**src/rtl/sd_resp_receiver.sv**
```systemverilog
// ---------------------------------------------------------------------------
// sd_resp_receiver
//   Samples the SD CMD line on rising edges of the slow SD clock (oversampled
//   by CLOCK_50). It finds the response start bit, shifts in a fixed-length
//   response, and checks the framing and, optionally, the CRC7.
//
//   Optional feature: define SD_RESP_CRC_CHECK_EN to add the serial CRC7
//   check (x^7+x^3+1, init 0) over the first RESP_BITS-8 bits. Without it,
//   crc_ok reports framing only.
//
// Ports
//   CLOCK_50        in   system clock (only clock of the block)
//   reset_n         in   synchronous active-low reset
//   sd_clk_in       in   SD clock, asynchronous to CLOCK_50
//   sd_cmd_in       in   SD CMD line, card-to-host direction
//   arm             in   pulse: command sent, start hunting for the start bit
//   response_signal out  live 16-bit window, bit 0 = newest bit
//   resp_data       out  latched response, first-received bit at MSB
//   resp_valid      out  one-cycle pulse, response complete
//   resp_timeout    out  one-cycle pulse, no start bit within TIMEOUT_EDGES
//   crc_ok          out  qualifies resp_data, held until the next resp_valid
//   busy            out  high while WAIT_START / RECEIVE / DONE
// ---------------------------------------------------------------------------
module sd_resp_receiver #(
  parameter int unsigned RESP_BITS     = 48,
  parameter int unsigned TIMEOUT_EDGES = 64,
  parameter int unsigned SYNC_STAGES   = 2
) (
  input  logic                 CLOCK_50,
  input  logic                 reset_n,
  input  logic                 sd_clk_in,
  input  logic                 sd_cmd_in,
  input  logic                 arm,
  output logic [15:0]          response_signal,
  output logic [RESP_BITS-1:0] resp_data,
  output logic                 resp_valid,
  output logic                 resp_timeout,
  output logic                 crc_ok,
  output logic                 busy
);

  localparam int unsigned BIT_CNT_W  = $clog2(RESP_BITS + 1);
  localparam int unsigned EDGE_CNT_W = $clog2(TIMEOUT_EDGES + 1);
  localparam int unsigned CRC_BITS   = RESP_BITS - 8;

  typedef enum logic [1:0] {
    S_IDLE       = 2'd0,
    S_WAIT_START = 2'd1,
    S_RECEIVE    = 2'd2,
    S_DONE       = 2'd3
  } state_t;

  logic [SYNC_STAGES-1:0] r_clk_sync;
  logic [SYNC_STAGES-1:0] r_cmd_sync;
  logic                   r_clk_prev;
  logic                   r_strobe;
  logic                   r_bit;

  state_t                 r_state;
  logic [BIT_CNT_W-1:0]   r_bit_cnt;
  logic [EDGE_CNT_W-1:0]  r_edge_cnt;
  logic [RESP_BITS-1:0]   r_shift;
  logic [RESP_BITS-1:0]   r_resp_data;
  logic                   r_resp_valid;
  logic                   r_resp_timeout;
  logic                   r_crc_ok;
  logic                   r_busy;

  logic                   w_clk_s;
  logic                   w_cmd_s;
  logic [BIT_CNT_W-1:0]   w_bit_cnt_nxt;
  logic [EDGE_CNT_W-1:0]  w_edge_cnt_nxt;
  logic                   w_frame_ok;
  logic                   w_check_ok;

  assign w_clk_s        = r_clk_sync[SYNC_STAGES-1];
  assign w_cmd_s        = r_cmd_sync[SYNC_STAGES-1];
  assign w_bit_cnt_nxt  = r_bit_cnt + BIT_CNT_W'(1);
  assign w_edge_cnt_nxt = r_edge_cnt + EDGE_CNT_W'(1);
  // Transmission bit must be 0 and end bit must be 1.
  assign w_frame_ok     = ~r_shift[RESP_BITS-2] & r_shift[0];

`ifdef SD_RESP_CRC_CHECK_EN
  logic [6:0] r_crc;

  // One serial CRC7 step, MSB-first, polynomial x^7 + x^3 + 1.
  function automatic logic [6:0] f_crc7_step(input logic [6:0] crc, input logic b);
    logic fb;
    fb = b ^ crc[6];
    return {crc[5:0], 1'b0} ^ (fb ? 7'h09 : 7'h00);
  endfunction

  assign w_check_ok = w_frame_ok & (r_crc == r_shift[7:1]);
`else
  assign w_check_ok = w_frame_ok;
`endif

  // Synchronisers: equal depth keeps the clk and cmd samples aligned.
  always_ff @(posedge CLOCK_50) begin
    if (!reset_n) begin
      r_clk_sync <= '0;
      r_cmd_sync <= '0;
      r_clk_prev <= 1'b0;
      r_strobe   <= 1'b0;
      r_bit      <= 1'b0;
    end else begin
      r_clk_sync <= {r_clk_sync[SYNC_STAGES-2:0], sd_clk_in};
      r_cmd_sync <= {r_cmd_sync[SYNC_STAGES-2:0], sd_cmd_in};
      r_clk_prev <= w_clk_s;
      // Registered rising-edge strobe; the cmd bit is captured alongside it.
      r_strobe   <= w_clk_s & ~r_clk_prev;
      r_bit      <= w_cmd_s;
    end
  end

  // Receive FSM with registered outputs.
  always_ff @(posedge CLOCK_50) begin
    if (!reset_n) begin
      r_state        <= S_IDLE;
      r_bit_cnt      <= '0;
      r_edge_cnt     <= '0;
      r_shift        <= '0;
      r_resp_data    <= '0;
      r_resp_valid   <= 1'b0;
      r_resp_timeout <= 1'b0;
      r_crc_ok       <= 1'b0;
      r_busy         <= 1'b0;
`ifdef SD_RESP_CRC_CHECK_EN
      r_crc          <= '0;
`endif
    end else begin
      r_resp_valid   <= 1'b0;
      r_resp_timeout <= 1'b0;

      case (r_state)
        S_IDLE: begin
          // A strobe coinciding with arm is deliberately not sampled.
          if (arm) begin
            r_state    <= S_WAIT_START;
            r_bit_cnt  <= '0;
            r_edge_cnt <= '0;
            r_shift    <= '0;
            r_busy     <= 1'b1;
`ifdef SD_RESP_CRC_CHECK_EN
            r_crc      <= '0;
`endif
          end
        end

        S_WAIT_START: begin
          if (r_strobe) begin
            r_shift <= {r_shift[RESP_BITS-2:0], r_bit};
            if (!r_bit) begin
              r_bit_cnt <= BIT_CNT_W'(1);
              r_state   <= S_RECEIVE;
`ifdef SD_RESP_CRC_CHECK_EN
              r_crc     <= f_crc7_step(r_crc, 1'b0);
`endif
            end else begin
              r_edge_cnt <= w_edge_cnt_nxt;
              if (w_edge_cnt_nxt == EDGE_CNT_W'(TIMEOUT_EDGES)) begin
                r_resp_timeout <= 1'b1;
                r_busy         <= 1'b0;
                r_state        <= S_IDLE;
              end
            end
          end
        end

        S_RECEIVE: begin
          if (r_strobe) begin
            r_shift   <= {r_shift[RESP_BITS-2:0], r_bit};
            r_bit_cnt <= w_bit_cnt_nxt;
`ifdef SD_RESP_CRC_CHECK_EN
            // r_bit_cnt is the index of the incoming bit.
            if (r_bit_cnt < BIT_CNT_W'(CRC_BITS)) begin
              r_crc <= f_crc7_step(r_crc, r_bit);
            end
`endif
            if (w_bit_cnt_nxt == BIT_CNT_W'(RESP_BITS)) begin
              r_state <= S_DONE;
            end
          end
        end

        S_DONE: begin
          r_resp_data  <= r_shift;
          r_crc_ok     <= w_check_ok;
          r_resp_valid <= 1'b1;
          r_busy       <= 1'b0;
          r_state      <= S_IDLE;
        end

        default: begin
          r_state <= S_IDLE;
          r_busy  <= 1'b0;
        end
      endcase
    end
  end

  assign response_signal = r_shift[15:0];
  assign resp_data       = r_resp_data;
  assign resp_valid      = r_resp_valid;
  assign resp_timeout    = r_resp_timeout;
  assign crc_ok          = r_crc_ok;
  assign busy            = r_busy;

endmodule

```
**config.mk**
```make
export PLATFORM = sky130hd
export DESIGN_NAME = sd_resp_receiver
export DESIGN_NICKNAME = d
export VERILOG_FILES = /design/src/rtl/sd_resp_receiver.sv
export SDC_FILE = /design/constraint.sdc
export NUM_CORES = 1
export LEC_CHECK = 0
export CAP_MARGIN = 20
export CORE_UTILIZATION = 40
export DETAILED_ROUTE_END_ITERATION = 10
export GPL_ROUTABILITY_DRIVEN = 0
export PLACE_DENSITY = 0.63
export SYNTH_ARGS = -nofsm -noshare
export SYNTH_HDL_FRONTEND = slang
export SYNTH_SLANG_ARGS = --single-unit
```
**constraint.sdc**
```tcl
create_clock -name CLOCK_50 -period 4.4 [get_ports CLOCK_50]
set_input_delay 1.1 -clock CLOCK_50 [delete_from_list [all_inputs] [get_ports CLOCK_50]]
set_output_delay 1.1 -clock CLOCK_50 [all_outputs]
set_load 0.05 [all_outputs]
```
==> flow_summary_export.csv, run 1 <==
group,metric,value,unit
layout,nets,551,
global_route,grt_antenna_before_repair,0,
clock_tree,clk_pin_slew,0.06,ns
synth,synth_compound_area_share,13.8,%
timing,fmax,358,MHz
setup_path,crit_arrival,1.69,ns
timing,period_minus_slack,2.79,ns
clock_tree,cts_buffer_depth,2,
min_path,whs_path_depth,1,
layout,diodes,0,
floorplanning,ios,73,
clock_tree,cts_resized,0,
timing,setup_ws,1.61,ns
routing,drtIter0Drc,195,
synth,synth_top_family_by_area,"simple AND/OR/NAND/NOR gates",
global_route,grtUsageTotal,16.4,%
synth,synth_nets,505,
synth,yosys.area_share.simple,19.9,%
setup_path,start_kind,"register",
clock_tree,cts_sinks,122,
floorplanning,core_area,12100,µm²
synth,avgSynthCellArea,10.1,µm²
synth,synthFlopType,"dfxtp_1",
layout,layout_common_cells,"122 x dfxtp_1, 105 x nor2b_1, 71 x clkdlybuf4s50_1, 50 x mux2i_1, 48 x a22oi_1",
synth,synthDistinctLibCells,44,
synth,synth_xor_area_share,0.176,%
placed_design,io_buffers,72,
routing,ant_nets,0,
global_route,grt_max_degree,57,
run,cap_violations,0,
min_path,hp-class,"reg -> reg",
setup_path,path_cells,"clkdlybuf4s50_1",
floorplanning,die_x,114,µm
setup_path,critPathKind,"reg -> out",
timing,final-hold-violation-count,0,
power_and_ir_drop,vdd_drop_max,0.275,mV
routing,drc,0,
layout,final_core_util,52.1,%
timing,tns,0,ns
routing,first_pass_iters,6,
synth,syn_area,4980,µm²
routing,wirelength,9720,µm
layout,areaGrowthSynthToFinish,26.1,%
setup_path,crit_cells,1,
setup_path,r2r_cells,7,
clock_tree,ctsRootBufferMaster,"clkbuf_16",
layout,drive_above_1_share,7.96,%
setup_path,crit_buf_inv,1,
synth,synth_seq_cells,122,
setup_path,worstPathMaxFanout,5,
clock_tree,ctsHoldBuffers,0,
power_and_ir_drop,total_power,2.86,mW
power_and_ir_drop,power_density,455,nW/µm²
floorplanning,die_h,114,µm
floorplanning,die_area,12900,µm²
timing,setup_viol_count_final,0,
synth,synth_edf_count,0,
power_and_ir_drop,p_leak,2.00,nW
setup_path,cpMaxStageDelayCell,"clkdlybuf4s50_1",
timing,tightest_slew,0.915,ns
timing,skew,0.00951,ns
timing,rsz0062_at_grt,"false",
timing,post-route-period-util,63.5,%
clock_tree,cts_setup_buffers,0,
timing,drv_slew,0,
synth,synth_warnings,0,
timing,slew_headroom,39.0,%
setup_path,critPathRequiredTime,3.30,ns
synth,synthArstFlopShare,0,%
placed_design,place_ws,1.20,ns
setup_path,end_kind,"output port",
global_route,grt.overflow.total,0,
floorplanning,initial_utilization,41.3,%
layout,nFillCells,1092,
synth,ys_seq_area_share,49.0,%
clock_tree,cts_buffers,17,
clock_tree,clock_latency,0.41,ns
routing,vias,3567,
global_route,grt_pass1_wl,16500,µm
routing,wire_per_inst,13.5,µm
setup_path,slowest_delay,0.88,ns
clock_tree,cts_tree,"yes",
timing,timing.hold.ws,0.382,ns
synth,syn-instance-count,494,
floorplanning,num_rows,40,
layout,final_common_cell,"dfxtp_1",
synth,yosys-mux-area-fraction,10.1,%
placed_design,dpl.hpwl,6240,µm
clock_tree,htreeDepth,4,
synth,synthAdderAreaFrac,1.51,%
outcome,outcome,"finished clean",
routing,viasPerCell,4.95,
global_route,grt_pass1_vias,3414,
setup_path,critPathTopFamily,"buffers and inverters",
-- Yosys cell counts (all sizes together), types with 2 or more instances --
cell type	count	share of area, %
and3	2	0.25
or2	2	0.25
a21oi	6	0.60
nor2b	105	13
a211oi	2	0.30
nor3	8	0.80
dfxtp	122	49
inv	5	0.38
nor2	7	0.53
clkbuf	25	1.9
a21boi	12	1.8
or3b	2	0.35
mux2i	50	10
o41ai	2	0.35
nand2b	4	0.50
nand2	15	1.1
o21ai	8	0.80
and2	10	1.3
a22oi	48	7.2
buf	23	3.2
nand3	8	0.80
o21a	7	1.1
ha	6	1.5
-- worst reg2reg max path, cell delays in order (launching register included) --
cell and delay [ns]:
dfxtp_1 0.43, inv_1 0.11, ha_1 0.37, o21ai_0 0.28
a21o_1 0.56, buf_4 0.41, a22oi_1 0.12, nor2b_1 0.15
-- kinds of logic after synthesis --
family / Yosys count
xor+xnor: 1
fa+ha+maj: 6
mux: 50
flops: 122
simple gates: 168
buf+inv: 53
compound gates: 94
-- metrics by stage --
| stage | cells | instance area (µm²) |
|---|---|---|
| 2_1_floorplan | 494 | 4980 |
| 3_3_place_gp | 689 | 5690 |
| 3_5_place_dp | 689 | 5690 |
| 4_1_cts | 721 | 6280 |
| 5_1_grt | 721 | 6280 |
| 6_report | 721 | 6280 |
-- power by group --
part           total [mW]  switching (mW)  internal (mW)
sequential           1.13          0.0143           1.12
clock                1.36           0.482          0.874
combinational       0.370           0.256          0.114
total                2.86           0.752           2.11
-- final timing paths --
kind | from | endpoint | slack [ns]
worst max-delay path | r_shift[0]$_SDFFE_PN0P_ | response_signal[0] | 1.61
worst min-delay path | r_clk_prev$_SDFF_PN0_ | r_strobe$_SDFF_PN0_ | 0.38
worst max register to register | r_state[0]$_SDFFE_PN0P_ | r_shift[8]$_SDFFE_PN0P_ | 1.90
worst min register to register | r_clk_prev$_SDFF_PN0_ | r_strobe$_SDFF_PN0_ | 0.38
-- sequential cells by signal (all words and copies together) (netlist names), named ones only --
signal and flops:
r_edge_cnt 7, resp_timeout 1, busy 1, resp_data 48, r_bit 1, r_cmd_sync 2
resp_valid 1, r_clk_sync 2, r_shift 48, r_strobe 1, crc_ok 1, r_clk_prev 1
r_bit_cnt 6, r_state 1
-- final cells by class --
class / instances / area (µm²) / area share (%)
Sequential cell: 122 / 2440 / 38.9
Multi-Input combinational cell: 319 / 2280 / 36.3
Timing Repair Buffer: 75 / 738 / 11.8
Clock buffer: 21 / 470 / 7.49
Tap cell: 168 / 210 / 3.35
Clock inverter: 11 / 120 / 1.91
Inverter: 5 / 18.8 / 0.299
-- metal layers --
layer  track usage (%)  routed length [µm]
met4              7.11                 116
met3              5.21                 400
met5                 0                   0
met2              25.8                4610
met1              20.6                4590
Power figures use the tool's default switching activity.
==> inputs of run 2 (changes only) <==
- PLACE_DENSITY: 0.63 -> 0.65
- clock period: 4.4 -> 2.45 ns (I/O delays scaled with it)
==> flow_summary_export.csv, run 2 (synthesis gave the netlist of run 1 again) <==
group,metric,value,unit
outcome,outcome,"finished clean",
clock_tree,cts_sinks,122,
routing,vias,3568,
power_and_ir_drop,switching_power,1.35,mW
global_route,grt_max_degree,74,
layout,final_common_cell,"dfxtp_1",
floorplanning,core_area,12100,µm²
layout,drive_above_1_share,9.11,%
timing,drv_slew,0,
floorplanning,die_h,114,µm
power_and_ir_drop,switching_share,26.0,%
clock_tree,ctsHoldBuffers,0,
setup_path,critPathKind,"reg -> reg",
global_route,grt_pass1_vias,3414,
layout,areaGrowthSynthToFinish,27.3,%
min_path,hold_end,"r_strobe$_SDFF_PN0_",
power_and_ir_drop,internal_power,3.83,mW
floorplanning,die_area,12900,µm²
routing,first_pass_iters,4,
clock_tree,clock_latency,0.40,ns
placed_design,dpl.hpwl,6430,µm
floorplanning,initial_utilization,41.3,%
global_route,grt.overflow.total,0,
timing,tns,0,ns
routing,drc,0,
min_path,hp-class,"reg -> reg",
placed_design,io_buffers,72,
global_route,grtUsageTotal,16.0,%
timing,timing.hold.ws,0.388,ns
layout,final_core_util,52.6,%
power_and_ir_drop,total_power,5.18,mW
setup_path,worstPathMaxFanout,6,
power_and_ir_drop,clkPwrFrac,46.0,%
timing,fmax,438,MHz
setup_path,critPathRequiredTime,2.79,ns
min_path,whs_path_depth,1,
global_route,grt_pass1_wl,16400,µm
timing,post-route-period-util,93.3,%
clock_tree,ctsRootBufferMaster,"clkbuf_16",
timing,tightest_slew,0.850,ns
routing,ant_nets,0,
layout,design_area,6340,µm²
power_and_ir_drop,power_density,817,nW/µm²
timing,setup_viol_count_final,0,
clock_tree,cts_resized,0,
power_and_ir_drop,vdd_drop_max,0.586,mV
timing,period_minus_slack,2.28,ns
layout,diodes,0,
routing,viasPerCell,4.90,
setup_path,rr_endpoint,"r_bit_cnt[2]$_SDFFE_PN0P_",
timing,skew,0.00726,ns
power_and_ir_drop,comb_power_share,14.7,%
power_and_ir_drop,p_seq_share,39.3,%
floorplanning,num_rows,40,
placed_design,placed_area,5770,µm²
setup_path,r2r_slack,0.17,ns
setup_path,r2r_cells,6,
timing,slew_headroom,43.3,%
layout,layout_common_cells,"122 x dfxtp_1, 105 x nor2b_1, 71 x clkdlybuf4s50_1, 50 x mux2i_1, 48 x a22oi_1",
clock_tree,clk_pin_slew,0.05,ns
global_route,grt_antenna_before_repair,0,
layout,nFillCells,1126,
setup_path,end_kind,"register",
routing,wirelength,9850,µm
layout,nets,560,
setup_path,r2r_start,"r_state[0]$_SDFFE_PN0P_",
routing,wire_per_inst,13.5,µm
clock_tree,cts_tree,"yes",
routing,drtIter0Drc,178,
timing,final-hold-violation-count,0,
clock_tree,cts_buffer_depth,2,
power_and_ir_drop,p_leak,2.05,nW
setup_path,crit_arrival,2.62,ns
timing,rsz0062_at_grt,"false",
floorplanning,die_x,114,µm
clock_tree,htreeDepth,4,
clock_tree,cts_buffers,17,
setup_path,start_kind,"register",
min_path,hp-start,"r_clk_prev$_SDFF_PN0_",
clock_tree,cts_setup_buffers,0,
floorplanning,ios,73,
run,cap_violations,0,
## run 2: cell types whose count changed in the layout (fill, tap and decap cells not counted)
cell / before / now
and2_1: 10 / 9
clkbuf_1: 1 / 2
clkinv_4: 2 / 0
clkinvlp_4: 3 / 2
buf_4: 3 / 11
and2_2: 0 / 1
buf_12: 0 / 1
## run 2: critical path: stages (launching register included)
cell and delay [ns]:
dfxtp_1 0.42, inv_1 0.11, ha_1 0.41, and2_2 0.24
or4b_4 0.50, or3b_1 0.40, a21boi_1 0.14
## run 2: power by group through the flow
| stage | Clock, mW | Combinational [mW] | Sequential (mW) |
|---|---|---|---|
| after detailed placement | 0 | 0.752 | 2.08 |
| after global routing | 2.53 | 0.825 | 2.04 |
| final | 2.38 | 0.761 | 2.03 |
| after floorplan | 0 | 0.512 | 2.09 |
| after CTS | 2.44 | 0.759 | 2.03 |
| after global placement | 0 | 0.736 | 2.08 |
## run 2: metrics by stage
| step | setup slack, ns | instances |
|---|---|---|
| final | 0.165 | 728 |
| after floorplan | 0.434 | 494 |
| after detailed placement | 0.0133 | 698 |
| after global routing | 0.0478 | 728 |
| after global placement | 0.0488 | 698 |
| after CTS | 0.127 | 728 |
## run 2: cell type report
class	count	area [µm²]	area share [%]
clock inverters	8	95.1	1.50
inverters	5	18.8	0.296
well taps	168	210	3.32
multi-input cells	319	2280	36.0
repair buffers	84	818	12.9
clock buffers	22	474	7.48
flip-flops and latches	122	2440	38.5
## run 2: worst max path at each step
stage                                        from                        end  slack, ns  cells after the start
after floorplan           r_state[0]$_SDFFE_PN0P_  r_bit_cnt[2]$_SDFFE_PN0P_       0.43                      7
after global placement                        arm   r_shift[21]$_SDFFE_PN0P_       0.05                      5
after detailed placement                      arm   r_shift[31]$_SDFFE_PN0P_       0.01                      5
after CTS                 r_state[0]$_SDFFE_PN0P_  r_bit_cnt[2]$_SDFFE_PN0P_       0.13                      6
after global routing      r_state[0]$_SDFFE_PN0P_   r_shift[36]$_SDFFE_PN0P_       0.05                      5
final                     r_state[0]$_SDFFE_PN0P_  r_bit_cnt[2]$_SDFFE_PN0P_       0.17                      6
## run 2: per-layer routing
layer  routed length (µm)  track usage, %  vias up
li1                     -               -     1812
met1                 4710            20.2     1692
met2                 4690            25.3       57
met3                  353            5.10        7
met4                   87            6.23        0
met5                    0               0        -
==> inputs of run 3 (changes only) <==
- CAP_MARGIN: 20 -> unset
- CTS_CLUSTER_SIZE: unset -> 28
- SKIP_LAST_GASP: unset -> 1
==> results of run 3 <==
The final DEF is identical to that of run 2; final timing and power are the same.
